File: src/rtl/display_pkg.sv
// Shared display constants for the ILI9341 pixel path.
// Holds panel geometry, pixel width and the colour-field positions that
// both the pixel framer and the display controller decode.
package display_pkg;

   localparam int unsigned DISP_WIDTH  = 320;
   localparam int unsigned DISP_HEIGHT = 240;
   localparam int unsigned DISP_PIXELS = DISP_WIDTH * DISP_HEIGHT;

   localparam int unsigned PIXEL_WIDTH = 16;

   // RGB565 field positions (msb / lsb)
   localparam int unsigned RGB565_R_MSB = 15;
   localparam int unsigned RGB565_R_LSB = 11;
   localparam int unsigned RGB565_G_MSB = 10;
   localparam int unsigned RGB565_G_LSB = 5;
   localparam int unsigned RGB565_B_MSB = 4;
   localparam int unsigned RGB565_B_LSB = 0;

   // RGBA4444 field positions (msb / lsb)
   localparam int unsigned RGBA4444_R_MSB = 15;
   localparam int unsigned RGBA4444_R_LSB = 12;
   localparam int unsigned RGBA4444_G_MSB = 11;
   localparam int unsigned RGBA4444_G_LSB = 8;
   localparam int unsigned RGBA4444_B_MSB = 7;
   localparam int unsigned RGBA4444_B_LSB = 4;
   localparam int unsigned RGBA4444_A_MSB = 3;
   localparam int unsigned RGBA4444_A_LSB = 0;

   // Counter width for n states, never narrower than one bit.
   function automatic int unsigned width_min1(input int unsigned n);
      return (n > 1) ? $clog2(n) : 1;
   endfunction

endpackage

File: src/rtl/display_pixel_framer_if.sv
// AXI-stream bundle used on both sides of the pixel framer.
//   tvalid : beat/pixel valid (master -> slave)
//   tready : accept (slave -> master)
//   tlast  : end of frame marker (master -> slave)
//   tdata  : payload, DATA_WIDTH bits (master -> slave)
interface display_pixel_framer_if #(
   parameter int unsigned DATA_WIDTH = 16
);
   logic                  tvalid;
   logic                  tready;
   logic                  tlast;
   logic [DATA_WIDTH-1:0] tdata;

   modport master (output tvalid, output tlast, output tdata, input  tready);
   modport slave  (input  tvalid, input  tlast, input  tdata, output tready);
endinterface

File: src/rtl/display_pixel_framer.sv
// Unpacks wide framebuffer beats into single 16-bit pixels for the display
// controller, regenerates tlast on the last pixel of each frame and flags
// frames whose length differs from FRAME_PIXELS.
// Ports:
//   aclk, resetn : clock, asynchronous active-low reset
//   s_axis       : slave stream of DATA_WIDTH-bit beats (PPB packed pixels)
//   m_axis       : master stream of 16-bit pixels
//   frame_done   : one-cycle pulse after a tlast pixel handshakes
//   err_short    : sticky, input tlast before FRAME_PIXELS pixels
//   err_long     : sticky, FRAME_PIXELS reached without input tlast
//   clear_err    : synchronous clear of both error flags (set wins)
module display_pixel_framer
   import display_pkg::*;
#(
   parameter int unsigned DATA_WIDTH   = 32,
   parameter int unsigned FRAME_PIXELS = DISP_PIXELS,
   parameter bit          LSB_FIRST    = 1'b1
) (
   input  logic                  aclk,
   input  logic                  resetn,
   display_pixel_framer_if.slave  s_axis,
   display_pixel_framer_if.master m_axis,
   output logic                  frame_done,
   output logic                  err_short,
   output logic                  err_long,
   input  logic                  clear_err
);

   localparam int unsigned PPB   = DATA_WIDTH / PIXEL_WIDTH;
   localparam int unsigned IDX_W = width_min1(PPB);
   localparam int unsigned CNT_W = width_min1(FRAME_PIXELS);
   localparam logic [IDX_W-1:0] IDX_LAST = IDX_W'(PPB - 1);
   localparam logic [CNT_W-1:0] CNT_LAST = CNT_W'(FRAME_PIXELS - 1);

   logic                   loaded_q, loaded_d;
   logic [DATA_WIDTH-1:0]  beat_q, beat_d;
   logic                   beat_last_q, beat_last_d;
   logic [IDX_W-1:0]       idx_q, idx_d;
   logic [CNT_W-1:0]       pix_cnt_q, pix_cnt_d;
   logic                   frame_done_q, frame_done_d;
   logic                   err_short_q, err_short_d;
   logic                   err_long_q, err_long_d;

   logic                   last_of_beat;
   logic                   frame_end;
   logic                   out_last;
   logic                   m_hs;
   logic                   s_ready;
   logic                   s_hs;
   logic                   set_short;
   logic                   set_long;
   logic [IDX_W-1:0]       slot;
   logic [PIXEL_WIDTH-1:0] pixel;

   always_comb begin
      last_of_beat = (idx_q == IDX_LAST);
      frame_end    = (pix_cnt_q == CNT_LAST);
      out_last     = frame_end || (beat_last_q && last_of_beat);
      m_hs         = loaded_q && m_axis.tready;
      // Refill in the same cycle the last pixel of the held beat leaves.
      s_ready      = resetn && (!loaded_q || (m_hs && last_of_beat));
      s_hs         = s_axis.tvalid && s_ready;
      set_short    = m_hs && beat_last_q && last_of_beat && !frame_end;
      set_long     = m_hs && frame_end && !(beat_last_q && last_of_beat);

      // MSB-first beats hold logical pixel 0 in the top slot.
      slot  = LSB_FIRST ? idx_q : (IDX_LAST - idx_q);
      pixel = '0;
      for (int unsigned i = 0; i < PPB; i++) begin
         if (slot == IDX_W'(i)) pixel = beat_q[i*PIXEL_WIDTH +: PIXEL_WIDTH];
      end
   end

   always_comb begin
      loaded_d     = loaded_q;
      beat_d       = beat_q;
      beat_last_d  = beat_last_q;
      idx_d        = idx_q;
      pix_cnt_d    = pix_cnt_q;
      frame_done_d = 1'b0;

      if (m_hs) begin
         if (last_of_beat) begin
            idx_d    = '0;
            loaded_d = 1'b0;
         end else begin
            idx_d = idx_q + 1'b1;
         end
         if (out_last) begin
            pix_cnt_d    = '0;
            frame_done_d = 1'b1;
         end else begin
            pix_cnt_d = pix_cnt_q + 1'b1;
         end
      end

      if (s_hs) begin
         loaded_d    = 1'b1;
         beat_d      = s_axis.tdata;
         beat_last_d = s_axis.tlast;
         idx_d       = '0;
      end

      err_short_d = set_short || (err_short_q && !clear_err);
      err_long_d  = set_long  || (err_long_q  && !clear_err);
   end

   always_ff @(posedge aclk or negedge resetn) begin
      if (!resetn) begin
         loaded_q     <= 1'b0;
         beat_q       <= '0;
         beat_last_q  <= 1'b0;
         idx_q        <= '0;
         pix_cnt_q    <= '0;
         frame_done_q <= 1'b0;
         err_short_q  <= 1'b0;
         err_long_q   <= 1'b0;
      end else begin
         loaded_q     <= loaded_d;
         beat_q       <= beat_d;
         beat_last_q  <= beat_last_d;
         idx_q        <= idx_d;
         pix_cnt_q    <= pix_cnt_d;
         frame_done_q <= frame_done_d;
         err_short_q  <= err_short_d;
         err_long_q   <= err_long_d;
      end
   end

   assign s_axis.tready = s_ready;
   assign m_axis.tvalid = loaded_q;
   assign m_axis.tdata  = pixel;
   assign m_axis.tlast  = out_last;
   assign frame_done    = frame_done_q;
   assign err_short     = err_short_q;
   assign err_long      = err_long_q;

endmodule

File: src/flat_wrapper.sv
// flat-port wrapper written by rule: the top's interface ports become plain ports
module display_pixel_framer_flat import display_pkg::*;
#(
   parameter int unsigned DATA_WIDTH   = 32,
   parameter int unsigned FRAME_PIXELS = DISP_PIXELS,
   parameter bit          LSB_FIRST    = 1'b1
)
  (aclk, resetn, frame_done, err_short, err_long, clear_err, s_axis_tvalid, s_axis_tlast, s_axis_tdata, s_axis_tready, m_axis_tvalid, m_axis_tlast, m_axis_tdata, m_axis_tready);
  display_pixel_framer_if #(.DATA_WIDTH(DATA_WIDTH)) s_axis_i ();
  display_pixel_framer_if #(.DATA_WIDTH(DATA_WIDTH)) m_axis_i ();
  input  logic aclk;
  input  logic resetn;
  output logic frame_done;
  output logic err_short;
  output logic err_long;
  input  logic clear_err;
  input wire logic [$bits(s_axis_i.tvalid)-1:0] s_axis_tvalid;
  input wire logic [$bits(s_axis_i.tlast)-1:0] s_axis_tlast;
  input wire logic [$bits(s_axis_i.tdata)-1:0] s_axis_tdata;
  output wire logic [$bits(s_axis_i.tready)-1:0] s_axis_tready;
  output wire logic [$bits(m_axis_i.tvalid)-1:0] m_axis_tvalid;
  output wire logic [$bits(m_axis_i.tlast)-1:0] m_axis_tlast;
  output wire logic [$bits(m_axis_i.tdata)-1:0] m_axis_tdata;
  input wire logic [$bits(m_axis_i.tready)-1:0] m_axis_tready;
  assign s_axis_i.tvalid = s_axis_tvalid;
  assign s_axis_i.tlast = s_axis_tlast;
  assign s_axis_i.tdata = s_axis_tdata;
  assign s_axis_tready = s_axis_i.tready;
  assign m_axis_tvalid = m_axis_i.tvalid;
  assign m_axis_tlast = m_axis_i.tlast;
  assign m_axis_tdata = m_axis_i.tdata;
  assign m_axis_i.tready = m_axis_tready;
  display_pixel_framer #(.DATA_WIDTH(DATA_WIDTH), .FRAME_PIXELS(FRAME_PIXELS), .LSB_FIRST(LSB_FIRST)) u_core (.aclk(aclk), .resetn(resetn), .s_axis(s_axis_i), .m_axis(m_axis_i), .frame_done(frame_done), .err_short(err_short), .err_long(err_long), .clear_err(clear_err));
endmodule
File: config.mk
export PLATFORM = sky130hd
export DESIGN_NAME = display_pixel_framer_flat
export DESIGN_NICKNAME = d
export VERILOG_FILES = /design/src/rtl/display_pkg.sv /design/src/rtl/display_pixel_framer_if.sv /design/src/rtl/display_pixel_framer.sv /design/src/flat_wrapper.sv
export SDC_FILE = /design/constraint.sdc
export NUM_CORES = 1
export LEC_CHECK = 0
export ABC_AREA = 1
export BUFFER_PORTS_ARGS = -buffer_cell sky130_fd_sc_hd__buf_2
export CAP_MARGIN = 15
export CORE_UTILIZATION = 47
export CTS_CLUSTER_DIAMETER = 30
export DETAILED_ROUTE_END_ITERATION = 10
export PLACE_DENSITY = 0.76
export SLEW_MARGIN = 5
export SYNTH_ARGS = -nofsm -noshare
export SYNTH_HDL_FRONTEND = slang
export SYNTH_SLANG_ARGS = --single-unit
File: constraint.sdc
create_clock -name aclk -period 1.5 [get_ports aclk]
set_input_delay 0 -clock aclk [delete_from_list [all_inputs] [get_ports aclk]]
set_output_delay 0 -clock aclk [all_outputs]
set_load 0.02 [all_outputs]
==> results.yml, run 1 <==
run_status:
  status: "complete, but fails checks"
  failed_checks: "negative setup slack"
routing:
  wl_per_cell_um: 12.9
  postRouteAntennaNets: 0
  drc_errors: 0
  dr.first_iter.drc_count: 142
  vias_per_cell: 4.90
  drt_first_pass_iters: 7
  dr_total_vias: 2697
  wl_mm: 7.09
global_routing:
  grt_busiest_layer: "met2"
  use_met2: 0.423
  use_met1: 0.286
  first_global_vias: 2619
  grt_usage: 0.239
  grt_overflow_total: 0
  antenna_found_initial: 0
  grt_max_degree: 56
  grt_util_met3: 0.0529
  grt_pass1_wl_mm: 11.5
setup_path:
  critPathMaxFanout: 2
  slowest_delay_ns: 0.43
  start_kind: "flip-flop"
  cp.depth: 9
  worstPathRequired_ns: 1.50
  worst-setup-path-type: "reg -> out"
  cp_slowest_cell: "dfrtp_1"
  crit_chain: "ha_4 -> nand3_4 -> inv_2 -> nand2_2 -> inv_2 -> nand2_2 -> nand2_2 -> buf_6 -> buf_6"
  path_common_cell: "nand2_2"
  reg2reg_depth: 12
  cp-end-kind: "output pin"
  crit_buf_inv: 4
  crit_family: "flip-flops"
  critPathArrivalTime_ns: 1.53
sta:
  fin_ws_ns: -0.0300
  rsz0062_at_grt: "true"
  fin_hold_ws_ns: 0.0432
  post-route-min-period_ns: 1.53
  max_clock_freq_mhz: 654
  setup_viol: 2
  period_share: 1.02
  slew_viol_final: 0
  max-slew-margin-rel: 0.542
  hold_violations: 0
  clock_skew_ns: 0.00444
  worst_pin_slew_ns: 0.687
clocking:
  clockBufferDepth: 2
  cts_tree: "built"
  root_buffer: "clkbuf_8"
  clkSlewWorstSetupHoldPaths_ns: 0.09
  cts_sinks: 55
  cts_made_buffers: 5
  clk_latency_ns: 0.31
  h-tree-depth: 2
place:
  gp_congestion: 0.817
  portBuffers: 59
  dp_hpwl_mm: 4.07
floorplanning:
  rows: 27
  die_w_um: 78.9
  die_area_um2: 6230
  start_util: 0.496
  coreArea_um2: 5610
  io_pins: 76
  die_h_um: 78.9
synth:
  postSynthRegisterBits: 55
  yosysSeqAreaShare: 0.495
  netlist_area_um2: 2780
  syn_avg_cell_area_um2: 7.79
  yosysWarningCount: 0
  yosysUniqueCellTypes: 25
  netlist_instances: 357
power_and_ir_drop:
  p_per_area_nw_per_um2: 1680
  p_leak_uw: 0.00209
  peakVddDrop_v: 0.000967
final_layout:
  nFillCells: 444
  post-route-util: 0.695
  multi_input_area_um2: 1290
  seqCellArea_um2: 1380
  final_nets: 516
  synthToLayoutAreaGrowth_pct: 40.1
  layout-drive-gt1-share: 0.262
  n_antenna_cell: 0
job:
  cap_violations: 0
hold_path:
  hold_depth: 3
  hold_path.class: "in -> reg"
flip-flops by register name (all words and copies together) (netlist names):
name and flops:
u_core.idx_q 1, u_core.frame_done 1, u_core.m_axis.tvalid 1, u_core.pix_cnt_q 17
u_core.beat_q 32, u_core.err_long 1, u_core.err_short 1, u_core.beat_last_q 1
per-stage QoR:
| stage | cell area (µm²) | total power [µW] | TNS, ns | setup WS [ns] | instances |
|---|---|---|---|---|---|
| 4_1_cts | 3770 | 6310 | -0.0591 | -0.0334 | 543 |
| 5_1_grt | 3900 | 7020 | -1.63 | -0.122 | 550 |
| 2_1_floorplan | 2840 | 4070 | 0 | 0.0232 | 372 |
| 3_3_place_gp | 3160 | 4790 | -0.0181 | -0.0181 | 490 |
| 6_report | 3900 | 6550 | -0.0303 | -0.0300 | 550 |
| 3_5_place_dp | 3160 | 4850 | -0.110 | -0.0639 | 490 |
metal layers:
layer,wire (µm),vias to the layer above
met5,0,-
met4,174,0
met3,484,19
met2,3670,116
met1,2760,1242
li1,-,1320
Yosys cell counts (all sizes together):
cell / n / area [µm²]
dfrtp: 55 / 1380
nor2: 31 / 124
xnor2: 5 / 43.8
nand4: 2 / 12.5
a21oi: 3 / 15.0
nand3b: 1 / 7.51
buf: 25 / 195
o21ai: 7 / 35.0
nand2: 148 / 571
xor2: 3 / 26.3
conb: 1 / 3.75
nor3: 1 / 5.00
a21boi: 1 / 18.8
inv: 21 / 78.8
nand3: 45 / 225
or2: 1 / 6.26
ha: 1 / 12.5
clkbuf: 5 / 18.8
o22ai: 1 / 6.26
repair_timing:
| action | 4_1_cts | 5_1_grt |
|---|---|---|
| pin swaps | 3 | 4 |
| gates resized for setup | 14 | 19 |
| cloned | 1 | 2 |
| setup buffers | 9 | 5 |
| hold buffers | 35 | 0 |
| endpoints found under the hold margin | 90 | 0 |
| endpoints found under the setup margin | 31 | 56 |
placed cells by master (no fill, tap or decap):
cell	synthesis	routed
buf_6	4	4
buf_12	0	1
o22ai_1	1	1
nor2_2	0	3
bufinv_16	0	2
buf_8	0	2
nand2_1	144	140
a21boi_4	1	1
ha_4	0	1
dfrtp_1	55	53
a21oi_1	3	2
nor3_1	1	1
nand2_2	3	6
inv_1	19	16
clkbuf_1	5	1
o21ai_0	7	7
dlygate4sd3_1	0	35
nand3_1	45	44
conb_1	1	16
nor2_4	1	2
buf_2	0	57
nand4_1	2	2
inv_2	2	3
nand3_4	0	1
nor2_1	30	26
xnor2_1	5	5
nand3b_1	1	1
xor2_1	3	3
nand2_8	0	2
clkbuf_8	0	5
dfrtp_2	0	2
inv_4	0	2
nand2_4	1	3
or2_2	1	1
buf_4	19	26
a21oi_4	0	1
worst paths after layout:
kind,start,endpoint,slack [ns]
worst max-delay path,u_core.pix_cnt_q[1]$_DFFE_PN0N_,m_axis_tlast,-0.03
worst min-delay path,m_axis_tready,u_core.pix_cnt_q[1]$_DFFE_PN0N_,0.04
worst max register to register,u_core.pix_cnt_q[1]$_DFFE_PN0N_,u_core.pix_cnt_q[16]$_DFFE_PN0N_,0
worst min register to register,u_core.beat_q[25]$_DFFE_PN0P_,u_core.beat_q[25]$_DFFE_PN0P_,0.48
max in group asynchronous,resetn,u_core.pix_cnt_q[11]$_DFFE_PN0N_,0.62
min in group asynchronous,resetn,u_core.pix_cnt_q[1]$_DFFE_PN0N_,0.41
cell type report:
cell class | instances | share of cell area
clock buffers | 6 | 0.0186
clock inverters | 2 | 0.0154
inverters | 21 | 0.0215
multi-input cells | 269 | 0.330
flip-flops and latches | 55 | 0.354
well taps | 72 | 0.0231
repair buffers | 125 | 0.238
worst register-to-register path, stage by stage (launching register included):
cell and delay [ns]:
dfrtp_1 0.43, ha_4 0.19, nand3_4 0.09, inv_2 0.04
nand2_2 0.07, inv_2 0.04, nand2_2 0.07, nand2_2 0.07
buf_4 0.15, nand2_4 0.07, buf_6 0.11, nand2_1 0.04
nor2_1 0.09
power breakdown:
part	switching (µW)	internal [µW]
clock	479	667
combinational	1800	1190
sequential	378	2040
total	2650	3900
logic make-up after synthesis:
group	count (synthesis)	share of synthesized area
other	1	0.00135
buffers and inverters	51	0.105
adder cells (fa/ha/maj)	1	0.00450
flip-flops	55	0.495
AND/OR/NAND/NOR	229	0.342
AO/OA/AOI/OAI	12	0.0270
XOR/XNOR	8	0.0252
No activity file was read; power rests on OpenSTA's default activity.
==> run 2: changes to the inputs <==
- MAX_ROUTING_LAYER: default -> met4
==> results.yml, run 2 (synthesis gave the netlist of run 1 again) <==
run_status:
  status: "complete, but fails checks"
  failed_checks: "negative setup slack"
global_routing:
  grt_pass1_wl_mm: 11.5
  grt_util_met3: 0.0494
  grt_busiest_layer: "met2"
  antenna_found_initial: 0
  use_met1: 0.288
  first_global_vias: 2620
  grt_usage: 0.246
  use_met2: 0.424
  grt_overflow_total: 0
  grt_max_degree: 56
routing:
  dr.first_iter.drc_count: 145
  drc_errors: 0
  drt_first_pass_iters: 4
  postRouteAntennaNets: 0
  wl_per_cell_um: 12.9
  dr_total_vias: 2681
  vias_per_cell: 4.87
  wl_mm: 7.11
floorplanning:
  io_pins: 76
  rows: 27
  die_h_um: 78.9
  start_util: 0.496
  die_area_um2: 6230
  die_w_um: 78.9
  coreArea_um2: 5610
final_layout:
  layout_commonest_cell: "nand2_1"
  post-route-util: 0.695
  final_nets: 516
  n_antenna_cell: 0
  largest-register: "u_core.beat_q"
  layout-drive-gt1-share: 0.262
  largest_reg_flops: 32
  synthToLayoutAreaGrowth_pct: 40.1
  final_cells: 550
  final_cell_mix: "nand2_1 (140), buf_2 (57), dfrtp_1 (53)"
  largestRegisters: "u_core.beat_q x32, u_core.pix_cnt_q x17"
sta:
  setup_viol: 3
  fin_ws_ns: -0.0446
  max_clock_freq_mhz: 647
  rsz0062_at_grt: "true"
  slew_viol_final: 0
  post-route-min-period_ns: 1.54
  clock_skew_ns: 0.00590
  worst_pin_slew_ns: 0.688
  max-slew-margin-rel: 0.541
  hold_violations: 0
  period_share: 1.03
power_and_ir_drop:
  p_per_area_nw_per_um2: 1680
  clockPowerShare: 0.176
  peakVddDrop_v: 0.000966
  p_leak_uw: 0.00209
  intPower_uw: 3900
  pwr-share-comb: 0.455
  sw_frac_of_total: 0.405
  share_seq_of_total_power: 0.369
  p_sw_uw: 2660
place:
  portBuffers: 59
  dp_hpwl_mm: 4.07
  dpl.cell_count: 490
  gp_congestion: 0.829
clocking:
  cts_sinks: 55
  clockBufferDepth: 2
  clkSlewWorstSetupHoldPaths_ns: 0.10
  cts_tree: "built"
  cts_made_buffers: 5
  h-tree-depth: 2
  clk_latency_ns: 0.31
  root_buffer: "clkbuf_8"
job:
  cap_violations: 0
setup_path:
  critPathMaxFanout: 2
  worst-setup-path-type: "reg -> out"
  cp-end-kind: "output pin"
  worstPathRequired_ns: 1.50
  start_kind: "flip-flop"
  critPathArrivalTime_ns: 1.54
hold_path:
  hold_path.class: "in -> reg"
-- run 2: cell counts in the layout (fill, tap and decap cells not counted) --
No cell type changed its count.
-- run 2: final timing paths --
path	endpoint	cells past startpoint	from	slack [ns]
setup / recovery	m_axis_tlast	9	u_core.pix_cnt_q[1]$_DFFE_PN0N_	-0.04
hold / removal	u_core.pix_cnt_q[1]$_DFFE_PN0N_	3	m_axis_tready	0.04
setup reg to reg	u_core.pix_cnt_q[16]$_DFFE_PN0N_	12	u_core.pix_cnt_q[1]$_DFFE_PN0N_	-0.02
hold reg to reg	u_core.beat_q[25]$_DFFE_PN0P_	2	u_core.beat_q[25]$_DFFE_PN0P_	0.48
max in group asynchronous	u_core.pix_cnt_q[11]$_DFFE_PN0N_	3	resetn	0.60
min in group asynchronous	u_core.err_short$_DFF_PN0_	3	resetn	0.40
-- run 2: final cells by class --
type | instances | area (µm²)
tap | 72 | 90.1
timing repair buffer | 125 | 926
clock buffer | 6 | 72.6
sequential | 55 | 1380
clock inverter | 2 | 60.1
fill | 444 | 1710
multi-input combinational | 269 | 1290
inverter | 21 | 83.8
-- run 2: power groups by stage --
stage               Clock [µW]  Combinational (µW)  Sequential (µW)
floorplan                    0                1700             2370
CTS                       1180                2760             2370
detailed placement           0                2450             2400
global route              1250                3270             2500
finish                    1150                2980             2420
global placement             0                2410             2380
-- run 2: through the flow --
| step | setup TNS [ns] | worst slack, ns | total power, µW | area, µm² | hold WS, ns |
|---|---|---|---|---|---|
| 2_1_floorplan | 0 | 0.0232 | 4070 | 2840 | -0.296 |
| 5_1_grt | -1.71 | -0.122 | 7020 | 3900 | 0.0300 |
| 3_5_place_dp | -0.110 | -0.0639 | 4850 | 3160 | 0.201 |
| 4_1_cts | -0.0591 | -0.0334 | 6310 | 3770 | 0.0367 |
| 3_3_place_gp | -0.0181 | -0.0181 | 4790 | 3160 | 0.205 |
| 6_report | -0.0766 | -0.0446 | 6560 | 3900 | 0.0432 |
-- run 2: repair_timing --
action                     CTS  global route
gates resized for setup     14            19
gates cloned                 1             2
setup endpoints to repair   31            56
hold buffers                35             0
pin swaps                    3             4
setup buffers                9             5
hold endpoints to repair    90             0
-- run 2: per-layer routing --
metal  part of all wire  vias up  wire length [µm]
met5                  0        -                 0
met4              0.023        0               161
met3              0.064       19               454
met2               0.51      103              3630
met1               0.40     1240              2870
li1                   -     1319                 -
-- run 2: worst max-delay path, cell delays in order, from the launching register on --
cell,delay [ns]
dfrtp_1,0.43
ha_4,0.19
nand3_4,0.08
inv_2,0.04
nand2_2,0.07
inv_2,0.04
nand2_2,0.07
nand2_2,0.07
buf_6,0.13
buf_6,0.12
